===== src/rtl/dpcm_packer.sv =====
// dpcm_packer: variable-length packer for DPCM residuals.
//
// Each accepted residual is encoded as a 6-bit length header L followed by
// the L significant bits of the residual (MSB first), where L is the residual
// width without leading zeros (0..32). Codes are packed contiguously into a
// left-aligned bit buffer and emitted as 32-bit words, first-encoded bit at
// bit 31. A Flush pulse drains the final partial word, zero-padded, with Last.
//
// Ports:
//   clk        in   clock, rising edge
//   rst_n      in   asynchronous active-low reset
//   ValidIn    in   residual on DataIn valid
//   DataIn     in   residual magnitude
//   ReadyIn    out  packer can accept a residual this cycle
//   Flush      in   single-cycle pulse: emit pending partial word
//   ValidOut   out  DataOut valid (registered)
//   DataOut    out  packed word (registered)
//   Last       out  DataOut is the flushed final word (registered)
//   ReadyOut   in   downstream accepts DataOut
//   Busy       out  buffered bits present or flush pending
//   SymCount   out  accepted residual count (only with DPCM_PACKER_STATS_EN)
//   WordCount  out  output word count (only with DPCM_PACKER_STATS_EN)
//
// Optional feature macro: DPCM_PACKER_STATS_EN adds SymCount/WordCount.

module dpcm_packer #(
   parameter int unsigned DATA_W = 32,
   parameter int unsigned BUF_W  = 72
) (
   input  logic              clk,
   input  logic              rst_n,
   input  logic              ValidIn,
   input  logic [DATA_W-1:0] DataIn,
   output logic              ReadyIn,
   input  logic              Flush,
   output logic              ValidOut,
   output logic [DATA_W-1:0] DataOut,
   output logic              Last,
   input  logic              ReadyOut,
`ifdef DPCM_PACKER_STATS_EN
   output logic [31:0]       SymCount,
   output logic [31:0]       WordCount,
`endif
   output logic              Busy
);

   localparam int unsigned HDR_W  = $clog2(DATA_W + 1);
   localparam int unsigned CODE_W = HDR_W + DATA_W;
   localparam int unsigned FILL_W = $clog2(BUF_W + 1);
   localparam int unsigned PAD_W  = BUF_W - CODE_W;

   // The worst-case append happens at fill 31 with a full-length code.
   if (BUF_W < 31 + CODE_W) begin : g_buf_w_check
      $error("dpcm_packer: BUF_W too small for worst-case append");
   end
   if (DATA_W != 32) begin : g_data_w_check
      $error("dpcm_packer: only DATA_W = 32 is supported");
   end

   typedef enum logic [1:0] {
      StAccept = 2'd0,
      StDrain  = 2'd1,
      StFlush  = 2'd2
   } state_e;

   state_e              state_q, state_d;
   logic [BUF_W-1:0]    buf_q, buf_d;
   logic [FILL_W-1:0]   fill_q, fill_d;
   logic                pend_q, pend_d;
   logic                valid_q, last_q;
   logic [DATA_W-1:0]   data_q;

   logic                accept;
   logic [HDR_W-1:0]    len;
   logic [HDR_W-1:0]    shamt;
   logic [DATA_W-1:0]   aligned;
   logic [CODE_W-1:0]   code;
   logic [BUF_W-1:0]    placed;
   logic [FILL_W-1:0]   app_fill;

   assign ReadyIn  = (state_q == StAccept);
   assign accept   = ValidIn & ReadyIn;
   assign Busy     = (fill_q != '0) | pend_q;
   assign ValidOut = valid_q;
   assign DataOut  = data_q;
   assign Last     = last_q;

   // Significant length: position of the highest set bit plus one.
   always_comb begin
      len = '0;
      for (int i = 0; i < int'(DATA_W); i++) begin
         if (DataIn[i]) len = HDR_W'(i + 1);
      end
   end

   // Left-align the significant bits behind the header; L = 0 leaves the
   // payload empty because the shift pushes every bit out.
   always_comb begin
      shamt    = HDR_W'(DATA_W) - len;
      aligned  = DataIn << shamt;
      code     = {len, aligned};
      placed   = {code, {PAD_W{1'b0}}} >> fill_q;
      app_fill = fill_q + FILL_W'(HDR_W) + FILL_W'(len);
   end

   // Next buffer/fill/flush-pending values.
   always_comb begin
      buf_d  = buf_q;
      fill_d = fill_q;
      // A Flush while one is already pending folds into the same request.
      pend_d = pend_q | Flush;
      unique case (state_q)
         StAccept: begin
            if (accept) begin
               buf_d  = buf_q | placed;
               fill_d = app_fill;
            end
         end
         StDrain: begin
            // ValidOut is always high in this state, so ReadyOut completes it.
            if (ReadyOut) begin
               buf_d  = buf_q << DATA_W;
               fill_d = fill_q - FILL_W'(DATA_W);
            end
         end
         StFlush: begin
            if (fill_q == '0) begin
               pend_d = 1'b0;
            end else if (ReadyOut) begin
               buf_d  = '0;
               fill_d = '0;
               pend_d = 1'b0;
            end
         end
         default: ;
      endcase
   end

   always_comb begin
      if (fill_d >= FILL_W'(DATA_W)) begin
         state_d = StDrain;
      end else if (pend_d) begin
         state_d = StFlush;
      end else begin
         state_d = StAccept;
      end
   end

   // Output flops are loaded from the next state so that they always describe
   // the state currently held, with no combinational path from the inputs.
   always_ff @(posedge clk or negedge rst_n) begin
      if (!rst_n) begin
         state_q <= StAccept;
         buf_q   <= '0;
         fill_q  <= '0;
         pend_q  <= 1'b0;
         valid_q <= 1'b0;
         data_q  <= '0;
         last_q  <= 1'b0;
      end else begin
         state_q <= state_d;
         buf_q   <= buf_d;
         fill_q  <= fill_d;
         pend_q  <= pend_d;
         data_q  <= buf_d[BUF_W-1 -: DATA_W];
         unique case (state_d)
            StDrain: begin
               valid_q <= 1'b1;
               last_q  <= 1'b0;
            end
            StFlush: begin
               // An empty buffer at flush time produces no word at all.
               valid_q <= (fill_d != '0);
               last_q  <= (fill_d != '0);
            end
            default: begin
               valid_q <= 1'b0;
               last_q  <= 1'b0;
            end
         endcase
      end
   end

`ifdef DPCM_PACKER_STATS_EN
   logic [31:0] sym_q, word_q;

   always_ff @(posedge clk or negedge rst_n) begin
      if (!rst_n) begin
         sym_q  <= '0;
         word_q <= '0;
      end else begin
         if (accept) sym_q <= sym_q + 32'd1;
         if (valid_q && ReadyOut) word_q <= word_q + 32'd1;
      end
   end

   assign SymCount  = sym_q;
   assign WordCount = word_q;
`endif

endmodule


===== config.mk =====
export PLATFORM = sky130hd
export DESIGN_NAME = dpcm_packer
export DESIGN_NICKNAME = d
export VERILOG_FILES = /design/src/rtl/dpcm_packer.sv
export SDC_FILE = /design/constraint.sdc
export NUM_CORES = 1
export LEC_CHECK = 0
export ABC_AREA = 1
export BUFFER_PORTS_ARGS = -buffer_cell sky130_fd_sc_hd__buf_2
export CAP_MARGIN = 20
export CORE_MARGIN = 1.5
export CORE_UTILIZATION = 30
export CTS_BUF_LIST = sky130_fd_sc_hd__clkbuf_4 sky130_fd_sc_hd__clkbuf_8
export DETAILED_ROUTE_END_ITERATION = 7
export GPL_ROUTABILITY_DRIVEN = 0
export GPL_TIMING_DRIVEN = 0
export MAX_ROUTING_LAYER = met4
export SETUP_SLACK_MARGIN = 0.3
export SLEW_MARGIN = 20
export SYNTH_ARGS = -nofsm -noshare
export SYNTH_HDL_FRONTEND = slang
export SYNTH_SLANG_ARGS = --single-unit

===== constraint.sdc =====
create_clock -name clk -period 3.2 [get_ports clk]
set_clock_uncertainty 0.1 [all_clocks]
set_input_delay 0.16 -clock clk [delete_from_list [all_inputs] [get_ports clk]]
set_output_delay 0.16 -clock clk [all_outputs]
set_load 0.01 [all_outputs]

==> impl_results.md <==
* Share of flip-flops with an asynchronous set or reset after synthesis at 100.0%
* Die Area at 34,320 um^2
* Total inserted antenna cells at 0
* Vertical extent of the die at between 150 and 200 um
* Failing checks: setup timing
* Drt first-iter violations at around 1,600
* Maximum VDD drop at approximately 0.49 mV
* Number of non-filler instances in the completed layout at 2,309
* Detailed-route via count at ~13,000
* Unrepaired setup endpoints after global routing: yes
* Post-layout total power at 13.42 mW
* Number of sinks handled by clock tree synthesis at between 80 and 90
* Initial cell density of the core at a little under a third
* Synth unique cells at 40
* Slew margin rel. at between 20% and 30%
* Number of CTS-inserted buffers at 9
* Clock latency at the later pin of the worst-skew pair at 380 ps
* Worst Tran Pin Value at about 1100 ps
* Total cell area at the placement stage at 11,580 um^2
* Leakage dissipation at 6.318 nW
* Smallest hold slack at 117.3 ps
* Portion of the post-synthesis area used by sequential elements at a little over a fifth
* Hpwl dp at roughly 34 mm
* Mean area per synthesized cell at between 5 and 6 um^2
* Number of buffers inserted by port buffering at 72
* Post-synthesis instance total at approximately 1,700
* Data arrival at the endpoint of the critical path at 4320 ps
* Fmax at approximately 240 MHz
* Count of flip-flops with a built-in enable after synthesis at 0
* Root buffer cell: sky130_fd_sc_hd__clkbuf_8
* Ranking of synthesized cells by area: sky130_fd_sc_hd__nand3_1 (28%), sky130_fd_sc_hd__dfrtp_1 (21%), sky130_fd_sc_hd__nand2_1 (17%)
* Total setup violations reported at the end of the flow at between 70 and 80
* Synth area leader: sky130_fd_sc_hd__nand3_1
* Cell Pwr Density at between 900 and 1000 nW/um^2
* Clock tree from TritonCTS: built
* Req. time, crit path at 3410 ps
* Final count of hold timing violations at 0
* Wire length of the first global-routing pass at slightly below 70 mm
* Fin worst setup slack at -907.0 ps
* Count of nets after finishing at ~1,900
* Nature of the critical path startpoint: input pin
* Vias in the first global route at approximately 13,000
* Time the worst path needs with I/O delays and setup at between 4000 and 5000 ps
* Worst hold path type: in -> reg
* Period utilisation layout at 128.3%
* Final slew viol count at 0
* Length of the first detailed-routing pass in iterations at 8
* Proportion of layout cells with a drive suffix above 1 at around 34%
* Top flip-flop cell by instance count after synthesis: sky130_fd_sc_hd__dfrtp_1
* Clock-pin transition on the worst setup and hold timing paths at 80 ps
* Sum of overflow across all layers after global routing at 0
* Final standard cell area without fillers at between 10,000 and 15,000 um^2
* Std-Cell Core Area at between 30,000 and 40,000 um^2
* Growth of design area from synthesis to finish at 40.73%
* Post-route ant nets at 0
* Post-Synthesis Net Count at roughly 1,800
* Classification of the worst setup path: in -> reg
* GR Util All Layers at 26.49%
* Synthesis-stage register bit count at between 80 and 90
* Count of unresolved DRC violations after routing at 0
* Antenna violations before repair at 0
* Max Root-Sink Buffers at 2
* Worst-path cell with the longest stage delay: sky130_fd_sc_hd__or2_4
* Mean routed wirelength per cell at 19.45 um
* Share of the synthesized area in the top cell type at 27.62%
* Placement row count at 66
* Delay of the slowest cell on the worst path at between 200 and 300 ps
* H-Tree Depth at 3
* Number of vias per cell at between 5 and 6
* Total negative slack for setup checks at -57,190 ps
* Pin count of the biggest net entering global routing at 55
* Top fanout value on the critical path at 8
* Run status: finished with violations
* Width of the chip at between 150 and 200 um
* Yosys warning total at 0
* Kind of end point of the critical path: flop
* Number of instances in the placed design at between 2,000 and 2,500
* Number of fill cells in the layout at approximately 3,400
* Synthesized area at approximately 10000 um^2
* Final Routed Wirelength at roughly 45 mm
* Max Cap Violations at 0
* Most used cell along the critical path: sky130_fd_sc_hd__nand2_1
* I/O pins at between 70 and 80
==> logic make-up (layout without fill, tap and decap cells) <==
kind of cell / after synthesis / count (layout) / synth area share [%]
AND/OR/NAND/NOR: 1147 / 1147 / 51.43
flip-flops: 84 / 84 / 21.09
adder cells (fa/ha/maj): 18 / 18 / 2.335
buffers and inverters: 283 / 403 / 12.41
AO/OA/AOI/OAI: 213 / 213 / 12.56
XOR/XNOR: 2 / 2 / 0.1758
==> layer usage <==
metal	vias to the layer above	share of wire [%]	GRT usage (%)
met5	-	0	-
met4	0	3.7	9.431
met3	169	11	5.741
met2	779	44	40.43
met1	6377	41	34.31
li1	6173	-	-
==> sequential cells by signal, summed over array words and instances (netlist names) <==
name      cells
Last          1
ValidOut      1
buf_q        72
fill_q        7
pend_q        1
state_q       2
==> report_power, final <==
part           switching (mW)  total, mW  internal, mW
registers               0.311       1.88          1.57
logic                    7.21       10.8          3.62
clock network           0.427      0.711         0.284
==> cells in the mapped netlist, types with 4 or more instances <==
master / instances
sky130_fd_sc_hd__nand4_1: 22
sky130_fd_sc_hd__o211ai_1: 4
sky130_fd_sc_hd__a211oi_1: 5
sky130_fd_sc_hd__a21oi_1: 92
sky130_fd_sc_hd__or2_2: 10
sky130_fd_sc_hd__clkbuf_1: 67
sky130_fd_sc_hd__a22oi_1: 13
sky130_fd_sc_hd__a31oi_1: 8
sky130_fd_sc_hd__clkinv_1: 5
sky130_fd_sc_hd__nor2_1: 95
sky130_fd_sc_hd__inv_1: 127
sky130_fd_sc_hd__buf_2: 17
sky130_fd_sc_hd__buf_1: 25
sky130_fd_sc_hd__nand2_1: 457
sky130_fd_sc_hd__dfrtp_1: 84
sky130_fd_sc_hd__buf_4: 36
sky130_fd_sc_hd__a221oi_1: 23
sky130_fd_sc_hd__o21ai_1: 16
sky130_fd_sc_hd__ha_1: 17
sky130_fd_sc_hd__nand3_1: 550
sky130_fd_sc_hd__o21ai_0: 41
==> critical path: cells and delay by family <==
family / cells / cell delay, ps
compound gates: 1 / 150
fa+ha+maj: 1 / 170
buf+inv: 5 / 480
simple gates: 44 / 3340
==> per-stage QoR <==
| step | worst slack, ps | util [%] |
|---|---|---|
| 2_1_floorplan | -524.8 | - |
| 3_3_place_gp | -1728 | 35.42 |
| 3_5_place_dp | -1715 | 35.52 |
| 4_1_cts | -830.1 | 39.74 |
| 5_1_grt | -1313 | 42.99 |
| 6_report | -907.0 | 42.99 |
==> placed cells by master (no fill, tap or decap), types with 4 or more instances in the layout <==
cell and instances:
sky130_fd_sc_hd__a211oi_1 4, sky130_fd_sc_hd__a21oi_1 68, sky130_fd_sc_hd__a21oi_2 24, sky130_fd_sc_hd__a221oi_1 23, sky130_fd_sc_hd__a22oi_1 9, sky130_fd_sc_hd__a22oi_2 4
sky130_fd_sc_hd__a31oi_1 7, sky130_fd_sc_hd__buf_1 20, sky130_fd_sc_hd__buf_12 4, sky130_fd_sc_hd__buf_2 84, sky130_fd_sc_hd__buf_4 62, sky130_fd_sc_hd__buf_6 8
sky130_fd_sc_hd__buf_8 4, sky130_fd_sc_hd__clkbuf_1 55, sky130_fd_sc_hd__clkbuf_8 14, sky130_fd_sc_hd__dfrtp_1 84, sky130_fd_sc_hd__ha_1 14, sky130_fd_sc_hd__inv_1 123
sky130_fd_sc_hd__nand2_1 370, sky130_fd_sc_hd__nand2_2 80, sky130_fd_sc_hd__nand2_4 10, sky130_fd_sc_hd__nand3_1 278, sky130_fd_sc_hd__nand3_2 214, sky130_fd_sc_hd__nand3_4 61
sky130_fd_sc_hd__nand4_1 22, sky130_fd_sc_hd__nor2_1 86, sky130_fd_sc_hd__nor2_2 6, sky130_fd_sc_hd__o211ai_1 4, sky130_fd_sc_hd__o21ai_0 29, sky130_fd_sc_hd__o21ai_1 13
sky130_fd_sc_hd__o21ai_2 14, sky130_fd_sc_hd__or2_2 5, sky130_fd_sc_hd__or2_4 5
==> final timing paths <==
check,startpoint,endpoint,slack [ps],cells past startpoint
max,DataIn[1],buf_q[8],-910,51
min,Flush,pend_q,120,3
max reg2reg,fill_q[1],ValidOut,-510,22
min reg2reg,buf_q[16],buf_q[16],430,2
max in group asynchronous,rst_n,buf_q[66],2230,3
min in group asynchronous,rst_n,buf_q[60],140,2
==> layout make-up <==
type,instances,area (um^2),share of cell area [%]
Inverter,136,563.0,4.015
Clock buffer,9,123.9,0.8833
Tap cell,442,553.0,3.944
Timing Repair Buffer,104,700.7,4.996
Multi-Input combinational cell,1380,9024,64.35
Buffer,147,905.9,6.460
Clock inverter,7,51.30,0.3658
Sequential cell,84,2102,14.99
==> timing repair <==
action / CTS / global route
gates resized for setup: 229 / 210
gates cloned: 1 / 0
buffers inserted: 18 / 11
hold buffers: 1 / 0
endpoints found under the hold margin: 41 / 0
pin swaps: 54 / 90
setup endpoints to repair: 84 / 83
Power figures use the tool's default switching activity.
